File: src/rtl/radix4_serial_multiplier_pkg.sv
// rtl/radix4_serial_multiplier_pkg.sv - shared widths, iteration count and state type
package radix4_serial_multiplier_pkg;

    localparam int MCAND_W  = 23;
    localparam int MPLR_W   = 24;
    localparam int PROD_W   = 47;
    localparam int A_W      = 45;
    localparam int B_W      = 2;
    localparam int ITER_CNT = 12;

    // Y3 = 3*Y needs two extra bits; the accumulator keeps a 25-bit upper
    // partial sum above the 24 product bits shifted out of the bottom.
    localparam int Y3_W  = MCAND_W + 2;
    localparam int ACC_W = Y3_W + MPLR_W;
    localparam int CNT_W = 4;

    typedef enum logic [1:0] {
        IDLE = 2'd0,
        PRE  = 2'd1,
        RUN  = 2'd2,
        DONE = 2'd3
    } state_t;

endpackage

File: src/rtl/radix4_digit_select.sv
// rtl/radix4_digit_select.sv - picks 0, Y, 2Y or 3Y from a radix-4 multiplier digit
module radix4_digit_select
    import radix4_serial_multiplier_pkg::*;
(
    input  logic [1:0]         i_digit,
    input  logic [MCAND_W-1:0] i_y,
    input  logic [Y3_W-1:0]    i_y3,
    output logic [Y3_W-1:0]    o_mult
);

    // 4:1 multiple select; 3Y is precomputed so no adder sits in this path
    always_comb begin
        o_mult = '0;
        case (i_digit)
            2'd0:    o_mult = '0;
            2'd1:    o_mult = {2'b00, i_y};
            2'd2:    o_mult = {1'b0, i_y, 1'b0};
            default: o_mult = i_y3;
        endcase
    end

endmodule

File: src/rtl/radix4_serial_multiplier.sv
// rtl/radix4_serial_multiplier.sv - 24x23 radix-4 serial multiplier feeding the rounding adder; ROUND_EN enables P[1] round-half-up increment
module radix4_serial_multiplier
    import radix4_serial_multiplier_pkg::*;
(
    input  logic               clk,
    input  logic               rst_n,
    input  logic               in_valid,
    output logic               in_ready,
    input  logic [MPLR_W-1:0]  X,
    input  logic [MCAND_W-1:0] Y,
    output logic               out_valid,
    input  logic               out_ready,
    output logic [A_W-1:0]     A,
    output logic [B_W-1:0]     B
);

    state_t             r_state;
    logic [MPLR_W-1:0]  r_x;
    logic [MCAND_W-1:0] r_y;
    logic [Y3_W-1:0]    r_y3;
    logic [ACC_W-1:0]   r_acc;
    logic [CNT_W-1:0]   r_cnt;
    logic               r_in_ready;
    logic               r_out_valid;
    logic [A_W-1:0]     r_a;

    logic [Y3_W-1:0]    w_mult;
    logic [Y3_W:0]      w_sum;
    logic [ACC_W-1:0]   w_acc_next;
    logic               w_unused;

    radix4_digit_select u_digit_select (
        .i_digit (r_x[1:0]),
        .i_y     (r_y),
        .i_y3    (r_y3),
        .o_mult  (w_mult)
    );

    // Add the selected multiple to the upper partial sum, then shift the whole
    // accumulator right by one digit so two finished product bits drop below it.
    assign w_sum      = {1'b0, r_acc[ACC_W-1 -: Y3_W]} + {1'b0, w_mult};
    assign w_acc_next = {1'b0, w_sum, r_acc[MPLR_W-1:2]};

    // Top two accumulator bits are always zero because P < 2^47; the lowest
    // bits are only consumed by the rounding path.
    assign w_unused = ^{r_acc[1:0], w_acc_next[ACC_W-1:PROD_W], w_acc_next[1:0]};

`ifdef ROUND_EN
    logic r_round;

    // Capture P[1] as the round-half-up increment when the product completes
    always_ff @(posedge clk) begin
        if (!rst_n) begin
            r_round <= 1'b0;
        end else if (r_state == RUN && r_cnt == CNT_W'(ITER_CNT - 1)) begin
            r_round <= w_acc_next[1];
        end
    end

    assign B = {1'b0, r_round};
`else
    assign B = '0;
`endif

    // Sequencer: accept, precompute 3Y, twelve digit iterations, hold result
    always_ff @(posedge clk) begin
        if (!rst_n) begin
            r_state     <= IDLE;
            r_x         <= '0;
            r_y         <= '0;
            r_y3        <= '0;
            r_acc       <= '0;
            r_cnt       <= '0;
            r_in_ready  <= 1'b1;
            r_out_valid <= 1'b0;
            r_a         <= '0;
        end else begin
            case (r_state)
                IDLE: begin
                    if (in_valid) begin
                        r_x        <= X;
                        r_y        <= Y;
                        r_acc      <= '0;
                        r_in_ready <= 1'b0;
                        r_state    <= PRE;
                    end
                end
                PRE: begin
                    r_y3    <= {2'b00, r_y} + {1'b0, r_y, 1'b0};
                    r_cnt   <= '0;
                    r_state <= RUN;
                end
                RUN: begin
                    r_acc <= w_acc_next;
                    r_x   <= {2'b00, r_x[MPLR_W-1:2]};
                    if (r_cnt == CNT_W'(ITER_CNT - 1)) begin
                        r_a         <= w_acc_next[PROD_W-1:2];
                        r_out_valid <= 1'b1;
                        r_state     <= DONE;
                    end else begin
                        r_cnt <= r_cnt + 1'b1;
                    end
                end
                DONE: begin
                    if (out_ready) begin
                        r_out_valid <= 1'b0;
                        r_in_ready  <= 1'b1;
                        r_state     <= IDLE;
                    end
                end
                default: r_state <= IDLE;
            endcase
        end
    end

    assign in_ready  = r_in_ready;
    assign out_valid = r_out_valid;
    assign A         = r_a;

endmodule

File: config.mk
export PLATFORM = sky130hd
export DESIGN_NAME = radix4_serial_multiplier
export DESIGN_NICKNAME = d
export VERILOG_FILES = /design/src/rtl/radix4_serial_multiplier_pkg.sv /design/src/rtl/radix4_digit_select.sv /design/src/rtl/radix4_serial_multiplier.sv
export SDC_FILE = /design/constraint.sdc
export NUM_CORES = 1
export LEC_CHECK = 0
export BUFFER_PORTS_ARGS = -buffer_cell sky130_fd_sc_hd__buf_2
export CELL_PAD_IN_SITES_DETAIL_PLACEMENT = 0
export CELL_PAD_IN_SITES_GLOBAL_PLACEMENT = 1
export CORE_MARGIN = 2
export CORE_UTILIZATION = 44
export CTS_CLUSTER_DIAMETER = 30
export DETAILED_ROUTE_END_ITERATION = 7
export PLACE_DENSITY = 0.85
export SYNTH_ARGS = -nofsm -noshare
export SYNTH_HDL_FRONTEND = slang
export SYNTH_SLANG_ARGS = --single-unit
File: constraint.sdc
create_clock -name clk -period 4.2 [get_ports clk]
set_input_delay 0.84 -clock clk [delete_from_list [all_inputs] [get_ports clk]]
set_output_delay 0.84 -clock clk [all_outputs]
set_load 0.05 [all_outputs]
# After elaboration in Yosys (flattened, before gate mapping)

Cells that the tools add are included.

Output and inout bits: 49
Word-level logic and storage cells: 52
Input port bits: 51
Flip-flop bits (word level): 174

Equal/unequal tests: 10
Add/subtract/negate cells: 3
Multiplexer cells: 17
Reduce and logical (&&, ||, !) cells: 13

Operator list:

| cell                                           | count |
|---|---|
| case mux 49 bit (2 select lines)               | 1 |
| case mux 25 bit (3 select lines)               | 1 |
| two-way mux 49 bit                             | 1 |
| case mux 24 bit (2 select lines)               | 1 |
| adder 25 x 25 -> 26 bit                        | 1 |
| adder 23 x 24 -> 25 bit                        | 1 |
| two-way mux 24 bit                             | 1 |
| AND reduction 3 bit                            | 3 |
| != test 2 bit (second input constant)          | 4 |
| case mux 2 bit (4 select lines)                | 1 |
| case mux 4 bit (2 select lines)                | 1 |
| AND reduction 2 bit                            | 4 |
| nonzero test 2 bit                             | 4 |
| == test 2 bit (second input constant)          | 3 |
| two-way mux 2 bit                              | 3 |
| adder 4 x 1 -> 4 bit (second input constant)   | 1 |
| == test 2 x 1 -> 1 bit (second input constant) | 2 |
| == test 4 bit (second input constant)          | 1 |
| zero test 2 bit                                | 2 |
| two-way mux 1 bit                              | 4 |
| two-way mux 4 bit                              | 1 |
| case mux 1 bit (2 select lines)                | 2 |

# Longest topological paths before layout

Gate-level depths: netlist (run 1).

Word-level depth: 4
Gate-level depth with buffers: 13
Gate-level depth less buffers: 11

# By module

From an unflattened synthesis (run 1), not the netlist that was laid out.

Cell total of the unflattened synthesis: 1107
Area total of the unflattened synthesis: 9673.0 um^2

By module, submodules not included:

| module                   | seq. area each (um^2) | times used | area each (um^2) | cells each |
|---|---|---|---|---|
| radix4_serial_multiplier | 3383.2                | 1          | 9046.2           | 1049 |
| radix4_digit_select      | 0.0                   | 1          | 626.9            | 58 |

# Worst setup path after synthesis (run 1)

No wires, ideal clock.

Path kind: flip-flop to flip-flop
Start point: register r_x[1]
End point: register r_acc[47]
Cell stages (with the launch flop): 14
Arrival: 3037 ps
Path buffers: 3
Setup slack: 1047 ps
Clock period less this slack: 3153 ps
Required time: 4083 ps
Setup time: 117 ps
Cells stage by stage: dfxtp_1 -> clkbuf_1 -> nor2b_1 -> clkbuf_1 -> a22o_1 -> ha_1 -> buf_6 -> and3_1 -> and2_4 -> a221o_1 -> nor2b_1 -> a311oi_2 -> o21bai_1 -> a22o_1

Cells in the longest elaborated chain, start to end: 4
Elaborated cells on any way between the ends: 6
Those cells by class: add/sub: 1; eq/ne: 2; mux: 2; reduce/logical: 1

RTL lines:

| item                                        | RTL line                       | source |
|---|---|---|
| start, declared                             | radix4_serial_multiplier.sv:18 | `logic [MPLR_W-1:0] r_x;` |
| start signal, assigned                      | radix4_serial_multiplier.sv:95 | `r_x <= {2'b00, r_x[MPLR_W-1:2]};` |
| == test 2 bit, or another cell as far along | radix4_digit_select.sv:14      | `case (i_digit)` |
| case mux 25 bit (3 select lines) *          | radix4_digit_select.sv:14      |  |
| adder 25 x 25 -> 26 bit *                   | radix4_serial_multiplier.sv:41 | `assign w_sum = {1'b0, r_acc[ACC_W-1 -: Y3_W]} + {1'b0, w_mult};` |
| case mux 49 bit (2 select lines) *          | radix4_serial_multiplier.sv:78 | `case (r_state)` |
| end signal, assigned                        | radix4_serial_multiplier.sv:94 | `r_acc <= w_acc_next;` |
| end, declared                               | radix4_serial_multiplier.sv:21 | `logic [ACC_W-1:0] r_acc;` |

Every way passes the cells marked *; elsewhere a longest branch is shown, timed or not.
A chain may end at the register's enable or synchronous reset.

# Worst setup path after layout (run 1)

Start point: register r_x[1]
End point: register r_acc[43]

Same word-level chain as after synthesis.

==> results of run 1 <==
area by class of cell:
| class | instances | area (um^2) |
|---|---|---|
| flip-flops and latches | 169 | 3380 |
| fillers | 1984 | 9890 |
| clock buffers | 18 | 439 |
| clock inverters | 14 | 173 |
| inverters | 19 | 73.8 |
| multi-input cells | 846 | 5420 |
| well taps | 270 | 338 |
| repair buffers | 110 | 583 |
tightest hold or removal path: cells and delay by family (launching register included):
family           cells  cell delay, ns
AO/OA/AOI/OAI        1            0.05
flip-flops           1            0.31
AND/OR/NAND/NOR      1            0.05
sequential cells by signal (all words and copies together), names as in the netlist:
signal	count
r_acc	44
r_y3	25
r_x	24
out_valid	1
r_cnt	4
r_y	23
in_ready	1
A	45
r_state	2
power groups by stage:
| stage | combinational, mW | sequential (mW) | clock [mW] |
|---|---|---|---|
| after detailed placement | 1.52 | 1.98 | 0 |
| after floorplan | 1.19 | 1.93 | 0 |
| after CTS | 1.53 | 1.95 | 1.66 |
| after global routing | 1.70 | 1.97 | 1.72 |
| after global placement | 1.50 | 1.98 | 0 |
| final | 1.52 | 1.95 | 1.62 |
kinds of logic after synthesis:
group                      after synthesis  synth area share [%]
DFF                                    169                  36.9
AOI/OAI and AO/OA                      327                  23.8
buffers and inverters                   95                  4.09
xor gates and xnor gates                38                  3.63
muxes                                   54                  6.16
adders and majority gates               55                  7.68
and+or+nand+nor                        370                  17.7
other                                    1                0.0409
placed cells by master (no fill, tap or decap), types with 19 or more instances in the layout:
cell type / instances
a211oi_1: 33
xor2_1: 20
buf_2: 97
mux2_2: 19
dfxtp_1: 169
mux2i_1: 35
o21ai_0: 44
a21oi_1: 107
nor2_1: 96
a22oi_1: 30
nand3_1: 21
nand2_1: 179
ha_1: 52
a22o_1: 23
worst paths after layout:
kind / endpoint / slack (ns) / from / depth (start not counted)
max: r_acc[43]$_SDFFE_PN0P_ / 0.71 / r_x[1]$_SDFFE_PN0P_ / 11
min reg2reg: A[0]$_SDFFE_PN0P_ / 0.45 / A[0]$_SDFFE_PN0P_ / 2
min: A[0]$_SDFFE_PN0P_ / 0.45 / A[0]$_SDFFE_PN0P_ / 2
max reg2reg: r_acc[43]$_SDFFE_PN0P_ / 0.71 / r_x[1]$_SDFFE_PN0P_ / 11
layer usage:
layer / track usage [%] / wire (um) / vias to the layer above / share of wire (%)
li1: - / - / 4079 / -
met1: 30.4 / 11600 / 3621 / 52
met2: 29.4 / 9220 / 178 / 42
met3: 3.13 / 933 / 28 / 4.2
met4: 6.62 / 425 / 0 / 1.9
met5: 0 / 0 / - / 0
per-stage QoR:
step	setup WS, ns	total power, mW
after floorplan	1.05	3.12
after global placement	0.814	3.48
after detailed placement	0.743	3.50
after CTS	0.730	5.13
after global routing	0.456	5.39
final	0.712	5.10
==> results.md, run 1 <==
* Clock sinks at 169
* Vias at 7906
* Mapped Cells at 1109
* WP data required at 4.50 ns
* Hold_ws at 0.450 ns
* Most used flip-flop cell after synthesis: dfxtp_1
* Fin area at 0.0104 mm^2
* FP Rows at 52
* Deepest clock path buffer count at 2
* Area share of the largest cell type after synthesis at 36.9%
* Setup TNS at 0 ns
* DR WL/cell at 15.3 um
* Largest delay contributor family on the critical path: compound AO/OA/AOI/OAI gates
* Post-CTS setup buffers at 0
* YS warnings at 0
* Finished Layout Cells at 1446
* Share of layout cells above drive strength 1 at 15.2%
* Min-Delay Path Class: register to register
* Ratio of final minimum period to clock period at 83.0%
* Critical path's slowest cell: dfxtp_1
* First-pass GRT wire length at 36200 um
* Hold_buf cts at 0
* Yosys reg bits at 169
* Worst skew pair latency at 0.44 ns
* # Max-Cap Violations at 0
* Total track usage at 20.2%
* Vias in the first global route at 7090
* Logic gate share of total power at 29.8%
* Count leader, synth: nand2_1
* Avg Vias per Cell at 5.47
* Final Max Slew Viols at 0
* Worst VDD drop at 0.000262 V
* Core Box Area at 0.0203 mm^2
* Tmin final at 3.49 ns
* CP Max Fanout at 20
* Final hold vios at 0
* Critical Path Max Stage Delay at 0.55 ns
* Post-synth top cells: nand2_1 (179), dfxtp_1 (169), a21oi_1 (107)
* Worst EP arrival at 3.79 ns
* Count of different cell masters after synthesis at 68
* Initial Util at 45.1%
* Post-Syn Area per Cell at 8.26 um^2
* Finished Core Util at 51.3%
* Setup crit start kind: register
* Buf+Inv Stages, Crit Path at 1
* Num CTS Buffers at 17
* Detailed Place HPWL at 15600 um
* Least-Margin Pin Slew at 1.01 ns
* Final setup vio count at 0
* Clock Power Share at 31.9%
* Final nets at 1269
* Status: completed
* Antenna violations before repair at 0
* Resized cells post-CTS at 0
* ANT cells at 0
* Placed Area at 0.00979 mm^2
* Clk Tree Root Cell: clkbuf_16
* DRC Markers at 0
* H-Tree Level Count at 4
* Gpl congestion at 0.856
* Worst Skew at 0.0105 ns
* Setup CP Type: register to register
* CP Cell Sequence: buf_4 > mux2_2 > a22o_1 > ha_1 > a21oi_1 > o21ai_0 > a221oi_1 > nand3_1 > a31oi_1 > xor2_1 > o21ai_0
* P per Cell Area at 490 mW/mm^2
* Die area at 0.0220 mm^2
* Largest area contributor in the netlist: dfxtp_1
* Die Wd at 148 um
* Die H at 148 um
* # placed instances at 1414
* Sw frac at 36.7%
* Mapped Area at 0.00916 mm^2
* P_leak at 4.25 nW
* Slew headroom at 32.5%
* Antenna-violating nets left at 0
* Grt ovf at 0
* Layout Area Growth over Synthesis at 13.6%
* CTS tree: yes
* Final WL at 22200 um
* Crit. End Element: register
* Post-synth EDFFs at 0
* Reg clk slew, reported paths at 0.07 ns
* Switch Pwr at 1.87 mW
* Max Fclk at 287 MHz
* IO buf count at 97
* Pre-antenna DRT Iters at 5
* Post-synth ARST share at 0%
* Synth top area cells: dfxtp_1 (37%), nand2_1 (7.3%), ha_1 (7.2%)
* Seq/Total Area, Yosys at 36.9%
* Unrepaired setup endpoints after global routing: false
* Pin count of the biggest net entering global routing at 86
* DRT iter0 DRCs at 582
* Power Internal at 3.23 mW
* Most common cell on crit path: o21ai_0
* IO Pins at 100
* Sequential share of power at 38.3%
Note: power is estimated with default switching activity, not from simulation.
==> run 2, diff against run 1 <==
==> constraint.sdc (replaced) <==
create_clock -name clk -period 3.3 [get_ports clk]
set_input_delay 0.66 -clock clk [delete_from_list [all_inputs] [get_ports clk]]
set_output_delay 0.66 -clock clk [all_outputs]
set_load 0.05 [all_outputs]
==> results.md, run 2 (synthesis gave the netlist of run 1 again) <==
* Clk Tree Root Cell: clkbuf_16
* Ratio of final minimum period to clock period at 94.8% (+12 points)
* Pre-antenna DRT Iters at 5 (unchanged)
* Vias in the first global route at 7519 (+6.1%)
* Power Total at 6.51 mW (+28%)
* Detailed Place HPWL at 16500 um (+5.8%)
* P per Cell Area at 615 mW/mm^2 (+26%)
* CP Max Fanout at 21 (+5.0%)
* # Max-Cap Violations at 0 (unchanged)
* WP data required at 3.67 ns (-0.83 ns)
* Total track usage at 21.4% (+1.2 points)
* Setup TNS at 0 ns (unchanged)
* Sequential share of power at 38.2% (about the same)
* Clock sinks at 169 (unchanged)
* Slew headroom at 35.8% (+3.3 points)
* Min-Delay Path Class: register to register
* Die Wd at 148 um (unchanged)
* FP Rows at 52 (unchanged)
* Slack of the worst reg-to-reg path at 0.17 ns (-0.54 ns)
* Worst EP arrival at 3.50 ns (-0.29 ns)
* IO Pins at 100 (unchanged)
* Crit. End Element: register
* Final nets at 1290 (+1.7%)
* Switch Pwr at 2.39 mW (+28%)
* Deepest clock path buffer count at 2 (unchanged)
* P_leak at 4.35 nW (+2.4%)
* DRT iter0 DRCs at 759 (+30%)
* Final WL at 23300 um (+5.0%)
* Setup crit start kind: register
* Die area at 0.0220 mm^2 (unchanged)
* First-pass GRT wire length at 38300 um (+5.9%)
* Pin count of the biggest net entering global routing at 61 (-29%)
* Clock Power Share at 30.7% (-1.2 points)
* Initial Util at 45.1% (unchanged)
* Layout Area Growth over Synthesis at 15.6%
* Grt ovf at 0 (unchanged)
* Final setup vio count at 0 (unchanged)
* Setup CP Type: register to register
* Antenna violations before repair at 0 (unchanged)
* Num CTS Buffers at 17 (unchanged)
* Antenna-violating nets left at 0 (unchanged)
* Worst VDD drop at 0.000559 V (+110%)
* Status: completed
* Least-Margin Pin Slew at 0.963 ns (-0.0476 ns)
* IO buf count at 97 (unchanged)
* Worst Skew at 0.00882 ns (-0.00165 ns)
* Final Max Slew Viols at 0 (unchanged)
* Hold_buf cts at 0 (unchanged)
* Logic gate share of total power at 31.2% (+1.4 points)
* Commonest non-fill, non-tap cell in the layout: nand2_1
* Final hold vios at 0 (unchanged)
* H-Tree Level Count at 4 (unchanged)
* Power Internal at 4.12 mW (+28%)
* Sw frac at 36.7% (about the same)
* Tmin final at 3.13 ns (-0.360 ns)
* Max Fclk at 320 MHz (+12%)
* Max reg flops at 45 (unchanged)
* CTS tree: yes
* Worst skew pair latency at 0.43 ns (about the same)
* Finished Layout Cells at 1466 (+1.4%)
* Placed Area at 0.00995 mm^2 (+1.6%)
* Fin area at 0.0106 mm^2 (+1.7%)
* Avg Vias per Cell at 5.49 (+0.33%)
* Share of layout cells above drive strength 1 at 17.2% (+2.0 points)
* Core Box Area at 0.0203 mm^2 (unchanged)
* ANT cells at 0 (unchanged)
* Die H at 148 um (unchanged)
* DR WL/cell at 15.9 um (+3.6%)
* Vias at 8042 (+1.7%)
* Commonest cells after routing, fill and taps aside: nand2_1 (179), dfxtp_1 (168), a21oi_1 (107)
* Reg clk slew, reported paths at 0.07 ns (about the same)
* Gpl congestion at 0.917 (+7.2%)
* # placed instances at 1432 (+1.3%)
* DRC Markers at 0 (unchanged)
-- run 2: changes by cell type in the layout (fill, tap and decap cells not counted), moves of 2 or more --
cell and delta:
buf_4 +19, ha_1 -2, clkinv_8 -2, ha_2 +2
buf_12 +2
-- run 2: timing repair --
| action | 4_1_cts | 5_1_grt |
|---|---|---|
| setup endpoints to repair | 0 | 21 |
| resized for setup | 0 | 7 |
| buffers inserted | 0 | 3 |
-- run 2: power by group through the flow --
stage               clock network (mW)  registers, mW  logic, mW
floorplan                            0           2.46       1.51
global placement                     0           2.51       1.97
detailed placement                   0           2.52       2.00
CTS                               2.03           2.48       2.02
global route                      2.12           2.52       2.26
finish                            2.00           2.49       2.03
-- run 2: worst max-delay path, stage by stage, from the launching register on --
cell and delay, ns:
dfxtp_2 0.41, buf_12 0.18, mux2_2 0.35, a22o_1 0.20, ha_2 0.39, o211ai_1 0.13
o21ai_2 0.24, o2111ai_2 0.18, o211ai_1 0.40, buf_4 0.19, xor2_1 0.19, nand2_1 0.08
a21oi_1 0.13
-- run 2: metal layers --
metal  global-route usage [%]  wire length (um)
met2                     31.9              9910
met3                     3.28               977
met5                        0                 0
met1                     31.4             11900
met4                     7.10               476
-- run 2: worst paths after layout --
kind / endpoint / startpoint / cells past startpoint
max: A[34]$_SDFFE_PN0P_ / r_x[1]$_SDFFE_PN0P_ / 12
min: A[13]$_SDFFE_PN0P_ / A[13]$_SDFFE_PN0P_ / 2
max reg2reg: A[34]$_SDFFE_PN0P_ / r_x[1]$_SDFFE_PN0P_ / 12
min reg2reg: A[13]$_SDFFE_PN0P_ / A[13]$_SDFFE_PN0P_ / 2
-- run 2: final cells by class --
cell class / instances / area (um^2)
fillers: 1987 / 9720
multi-input cells: 846 / 5440
flip-flops and latches: 169 / 3380
repair buffers: 131 / 766
clock buffers: 17 / 425
well taps: 270 / 338
clock inverters: 14 / 155
inverters: 19 / 73.8
-- run 2: through the flow --
| step | setup slack, ns | hold slack [ns] | utilization (%) |
|---|---|---|---|
| finish | 0.172 | 0.452 | 52.1 |
| global route | -0.00717 | 0.446 | 52.1 |
| CTS | 0.0334 | 0.443 | 51.9 |
| detailed placement | 0.0555 | 0.444 | 49.0 |
| global placement | 0.0922 | 0.437 | 49.0 |
| floorplan | 0.147 | 0.420 | - |
